<file path="src/rtl/bin_to_bcd_seq.sv">
// Sequential binary-to-BCD converter (double dabble), one input bit per clock.
// Define BCD_SATURATE_EN to clamp o_bcd to all nines on overflow instead of truncating.
module bin_to_bcd_seq #(
    parameter int W      = 32,
    parameter int DIGITS = 8
) (
    input  logic                  clock,
    input  logic                  reset_n,
    input  logic                  i_start,
    input  logic [W-1:0]          i_binary,
    output logic                  o_busy,
    output logic [4*DIGITS-1:0]   o_bcd,
    output logic                  o_overflow,
    output logic                  o_dv
);

    localparam int IDIG = (W + 2) / 3;
    localparam int MAXD = (IDIG > DIGITS) ? IDIG : DIGITS;
    localparam int CW   = $clog2(W + 1);
    localparam logic [CW-1:0] CNT_INIT = CW'(W);

    localparam logic [1:0] S_IDLE  = 2'd0;
    localparam logic [1:0] S_SHIFT = 2'd1;
    localparam logic [1:0] S_DONE  = 2'd2;

    logic [1:0]           state_q, state_d;
    logic [W-1:0]         shift_q, shift_d;
    logic [4*IDIG-1:0]    scratch_q, scratch_d;
    logic [CW-1:0]        cnt_q, cnt_d;
    logic [4*DIGITS-1:0]  bcd_q, bcd_d;
    logic                 ovf_q, ovf_d;
    logic                 dv_q;

    logic [4*IDIG-1:0]    adj;
    logic [4*MAXD-1:0]    ext;

    always_comb begin
        adj = scratch_q;
        for (int unsigned i = 0; i < IDIG; i++) begin
            if (scratch_q[4*i +: 4] >= 4'd5)
                adj[4*i +: 4] = scratch_q[4*i +: 4] + 4'd3;
        end
    end

    always_comb begin
        state_d   = state_q;
        shift_d   = shift_q;
        scratch_d = scratch_q;
        cnt_d     = cnt_q;
        case (state_q)
            S_IDLE: begin
                if (i_start) begin
                    shift_d   = i_binary;
                    scratch_d = '0;
                    cnt_d     = CNT_INIT;
                    state_d   = S_SHIFT;
                end
            end
            S_SHIFT: begin
                {scratch_d, shift_d} = {adj[4*IDIG-2:0], shift_q, 1'b0};
                cnt_d = cnt_q - CW'(1);
                if (cnt_q == CW'(1))
                    state_d = S_DONE;
            end
            S_DONE:  state_d = S_IDLE;
            default: state_d = S_IDLE;
        endcase
    end

    // Zero-extend scratch so DIGITS may be wider or narrower than IDIG.
    always_comb begin
        ext = '0;
        ext[4*IDIG-1:0] = scratch_q;
        ovf_d = 1'b0;
        for (int unsigned i = DIGITS; i < MAXD; i++)
            ovf_d = ovf_d | (|ext[4*i +: 4]);
`ifdef BCD_SATURATE_EN
        bcd_d = ovf_d ? {DIGITS{4'h9}} : ext[4*DIGITS-1:0];
`else
        bcd_d = ext[4*DIGITS-1:0];
`endif
    end

    always_ff @(posedge clock) begin
        if (!reset_n) begin
            state_q   <= S_IDLE;
            shift_q   <= '0;
            scratch_q <= '0;
            cnt_q     <= '0;
            bcd_q     <= '0;
            ovf_q     <= 1'b0;
            dv_q      <= 1'b0;
        end else begin
            state_q   <= state_d;
            shift_q   <= shift_d;
            scratch_q <= scratch_d;
            cnt_q     <= cnt_d;
            dv_q      <= (state_q == S_DONE);
            if (state_q == S_DONE) begin
                bcd_q <= bcd_d;
                ovf_q <= ovf_d;
            end
        end
    end

    assign o_busy     = (state_q != S_IDLE);
    assign o_bcd      = bcd_q;
    assign o_overflow = ovf_q;
    assign o_dv       = dv_q;

endmodule
</file>
<file path="config.mk">
export PLATFORM = sky130hd
export DESIGN_NAME = bin_to_bcd_seq
export DESIGN_NICKNAME = d
export VERILOG_FILES = /design/src/rtl/bin_to_bcd_seq.sv
export SDC_FILE = /design/constraint.sdc
export NUM_CORES = 1
export LEC_CHECK = 0
export BUFFER_PORTS_ARGS = -buffer_cell sky130_fd_sc_hd__clkbuf_2
export CAP_MARGIN = 20
export CORE_MARGIN = 2
export CORE_UTILIZATION = 62
export CTS_BUF_LIST = sky130_fd_sc_hd__clkbuf_16
export DETAILED_ROUTE_END_ITERATION = 10
export GPL_TIMING_DRIVEN = 0
export PLACE_DENSITY = 0.82
export SYNTH_ARGS = -nofsm -noshare
export SYNTH_HDL_FRONTEND = slang
export SYNTH_SLANG_ARGS = --single-unit
</file>
<file path="constraint.sdc">
create_clock -name clock -period 4 [get_ports clock]
set_clock_uncertainty 0.1 [all_clocks]
set_input_delay 0.8 -clock clock [delete_from_list [all_inputs] [get_ports clock]]
set_output_delay 0.8 -clock clock [all_outputs]
set_load 0.03 [all_outputs]
</file>
# After elaboration in Yosys (flattened, before gate mapping)
# Cells that the tools add are included.
op_classes:
  order_cmp: 11
  n_addsub: 12
  mul: 0
  mux: 20
  bitwise_logic: 2
  n_div: 0
  n_reduce_logical: 8
  n_shift: 0
  eq_ne: 5
ops:
  columns: ["op", "n"]
  rows:
  - ["$pmux W44 S2", 1]
  - ["$pmux W32 S2", 1]
  - ["$ge A4 B3 Y1 const B", 11]
  - ["$mux W44", 1]
  - ["$add A4 B2 Y4 const B", 10]
  - ["$mux W4", 10]
  - ["$mux W32", 1]
  - ["$pmux W6 S2", 1]
  - ["$reduce_or A4 Y1", 3]
  - ["$eq A6 B1 Y1 const B", 1]
  - ["$mux W6", 1]
  - ["$sub A6 B1 Y6 const B", 1]
  - ["$mux W2", 2]
  - ["$ne A2 B2 Y1 const B", 2]
  - ["$pmux W2 S2", 1]
  - ["$reduce_and A2 Y1", 2]
  - ["$reduce_bool A2 Y1", 2]
  - ["$add A3 B2 Y3 const B", 1]
  - ["$mux W3", 1]
  - ["$eq A2 B1 Y1 const B", 1]
  - ["$eq A2 B2 Y1 const B", 1]
  - ["$logic_not A2 Y1", 1]
  - ["$or A1 B1 Y1", 2]
totals:
  ramBits: 0
  regBits: 118
  out_inout_bits: 35
  latchBits: 0
  romBits: 0
  mem_count: 0

# Longest topological paths before layout
depth:
  word_depth: 3
  mapped_depth: 7

# Worst setup path before layout
# OpenSTA, ideal clock, no wires.
synth_timing:
  path_kind: "reg2out"
  start: "reg state_q[0]"
  end: "out o_busy"
  n_path_buf: 3
  stages_incl_launch_ff: 5
  arrival_time_ns: 1.052
  required_ns: 3.100
  path_slack_ns: 2.048
  path_cell_list: "dfxtp_1 > buf_6 > buf_6 > buf_2 > or2_2"
synth_between:
  elab_chain_cells: 1
synth_lines:
  columns: ["item", "line_no", "source"]
  rows:
  - ["start: declaration", "26", "logic [1:0] state_q, state_d;"]
  - ["start signal: assignment", "94", "state_q <= state_d;"]
  - ["$reduce_bool A2 Y1", "106", "assign o_busy = (state_q != S_IDLE);"]
  - ["end: declaration", "11", "output logic o_busy,"]
# No other way between the ends.

# Worst setup path in the final report
layout_timing:
  start: "reg state_q[1]"
  end: "out o_busy"
# The elaborated chain is that of the path after synthesis.

==> results.toml <==
[run_status]
status = "completed"

[floorplan]
fp.dieH_um = 99.5
io_pins = 70
dieArea_um2 = 9900
rows = 34
dieWidth_um = 99.5
core_um2 = 8760
initial_core_util_pct = 64.5

[synth]
synth_edf_count = 0
ys_seq_elements = 118
synth_cell_type_count = 44
avgSynthCellArea_um2 = 8.63
synthesis.instances = 655
synth_seq_area_share_pct = 41.8
syn_area_um2 = 5650
async_flop_share_pct = 0
syn_nets = 717
yosys_most_used_dff = "dfxtp_1"
ys_warn_count = 0

[cts]
clock_tree.buffer_depth = 2
cts_hold_buf = 0
htreeDepth = 4
cts.sinks = 118
cts_tree = "built"
clk_pin_slew_ns = 0.05
clk-insertion-delay-late_ns = 0.41
postCtsSetupBuffers = 0
cts-buffers-inserted = 17
ctsResizeCount = 0
cts_root_buf = "clkbuf_16"

[sta]
fmax_ghz = 0.377
slew_violations = 0
period_share_pct = 66.3
fin_ws_ns = 1.35
finalCriticalPeriod_ns = 2.65
finalSetupTns_ns = 0
finalHoldViolations = 0
slew-limit-headroom_pct = 61.5
tightest_slew_ns = 0.577
rsz0062_at_grt = "no"
setup_viol = 0

[placement]
routabilityCongestion = 0.855
post-place-ws_ns = 1.73
io_buffers = 68
post-dp-hpwl_um = 8890

[grt]
antenna_found_initial = 0
grt_pass1_vias = 4873
grt_overflow = 0
track_usage_pct = 27.7
grt_max_degree = 17
grt_pass1_wl_um = 22100

[worst_setup_path]
crit_slowest_cell = "clkbuf_1"
reg2reg_to = "ext[14]"
r2r_cells = 6
worst_setup_path_end_kind = "primary output"
critPathBufInv = 3
worstPathRequired_ns = 3.10
rrSetupSlack_ns = 2.20
max_stage_delay_ns = 0.37
crit_family = "buffers and inverters"
critPathMaxFanout = 10
critPathKind = "reg2out"
start_kind = "register"
r2r_start = "ext[13]"
worstPathCellList = "buf_2 > clkbuf_1 > or2_2 > clkbuf_2"
worstPathArrival_ns = 1.75

[power_and_ir_drop]
leakagePower_nw = 2.61
power_density_nw_per_um2 = 440
peakVddDrop_uv = 294
power_mw = 2.94

[routing]
wirelength_um = 13200
viasPerCell = 5.81
drcViolationCount = 0
vias = 5011
antenna_left = 0
drt_iter0_markers = 231
drt-wirelength-per-cell_um = 15.3
drt-pass1-iter-count = 5

[final_layout]
area_growth_pct = 18.4
fill_cells = 623
layout-drive-gt1-share_pct = 22.1
layout_common_cells = "dfxtp_1, nand2_1, clkbuf_2"
antenna_cells = 0
layout.nets = 804
layout_commonest_cell = "dfxtp_1"

[run]
cap_violations = 0

[hold_path]
hold_depth = 2
hold_end = "o_bcd[26]"
hold_path_startpoint = "o_bcd[26]"
hp-class = "reg2reg"
worst register-to-register path, stage by stage (launching register included):
cell      delay, ns
dfxtp_1        0.38
inv_1          0.10
ha_1           0.19
nand2b_1       0.15
a21oi_1        0.31
mux2_2         0.37
o21ai_0        0.12
cells by family (layout without fill, tap and decap cells):
kind of cell / after synthesis / count (layout) / share of synthesized area [%]
AOI/OAI and AO/OA: 182 / 182 / 22.4
xor gates and xnor gates: 22 / 22 / 3.41
adders and majority gates: 27 / 27 / 5.97
buffers and inverters: 73 / 173 / 5.60
DFF: 118 / 118 / 41.8
muxes: 11 / 11 / 2.19
and+or+nand+nor: 222 / 222 / 18.6
sequential cells by signal, indices dropped and copies added, names as in the netlist:
register,flops
cnt_q,6
ext,44
o_bcd,32
o_dv,1
o_overflow,1
shift_q,32
state_q,2
routing by layer:
layer / share of wire, % / up-vias / routed length (µm) / GRT usage [%]
li1: - / 2421 / - / -
met1: 43 / 2390 / 5690 / 33.3
met2: 50 / 179 / 6600 / 48.0
met3: 5.9 / 21 / 776 / 7.10
met4: 1.3 / 0 / 171 / 9.59
met5: 0 / - / 0 / 0
cell usage after synthesis, drive strengths merged (2+ instances only):
cell / number / area share (%)
xor2: 10 / 1.5
nor2: 35 / 2.3
nor3: 12 / 1.1
and2: 4 / 0.44
inv: 27 / 1.8
nor3b: 2 / 0.27
clkbuf: 24 / 1.6
or4: 2 / 0.33
ha: 27 / 6.0
o221a: 31 / 6.2
xnor2: 12 / 1.9
dfxtp: 118 / 42
nor4: 3 / 0.44
nand3: 12 / 1.1
nand2: 99 / 6.6
a21oi: 45 / 4.0
nand2b: 13 / 1.6
nor2b: 33 / 3.7
buf: 22 / 2.2
mux2: 11 / 2.2
o21ai: 45 / 4.0
a21boi: 45 / 6.0
o31ai: 10 / 1.3
per-stage QoR:
| stage | area (µm²) | util [%] | cells | hold WS, ns |
|---|---|---|---|---|
| final | 6700 | 76.4 | 863 | 0.357 |
| after global placement | 6130 | 69.9 | 831 | 0.339 |
| after global routing | 6700 | 76.4 | 863 | 0.380 |
| after detailed placement | 6130 | 69.9 | 831 | 0.346 |
| after CTS | 6700 | 76.4 | 863 | 0.361 |
| after floorplan | 5650 | - | 655 | 0.325 |
area by class of cell:
cell class | count | area (µm²) | area share [%]
buffer | 46 | 215 | 3.21
clock inverter | 15 | 140 | 2.09
multi-input combinational | 464 | 2980 | 44.4
clock buffer | 17 | 425 | 6.35
tap | 108 | 135 | 2.02
inverter | 27 | 101 | 1.51
sequential | 118 | 2360 | 35.3
timing repair buffer | 68 | 340 | 5.08
where the power goes:
group          switching, mW  leakage [nW]  internal [mW]
Sequential            0.0279         0.960           1.22
Clock                  0.538         0.261          0.904
Combinational          0.141          1.39          0.115
worst max-delay path by stage:
stage	cells after the start	end	startpoint
6_report	4	o_busy	state_q[1]
3_5_place_dp	4	o_bcd[28]	reset_n
3_3_place_gp	4	ext[7]	reset_n
2_1_floorplan	4	o_busy	state_q[0]
4_1_cts	4	o_busy	state_q[1]
5_1_grt	4	o_busy	state_q[1]
Power figures use the tool's default switching activity.
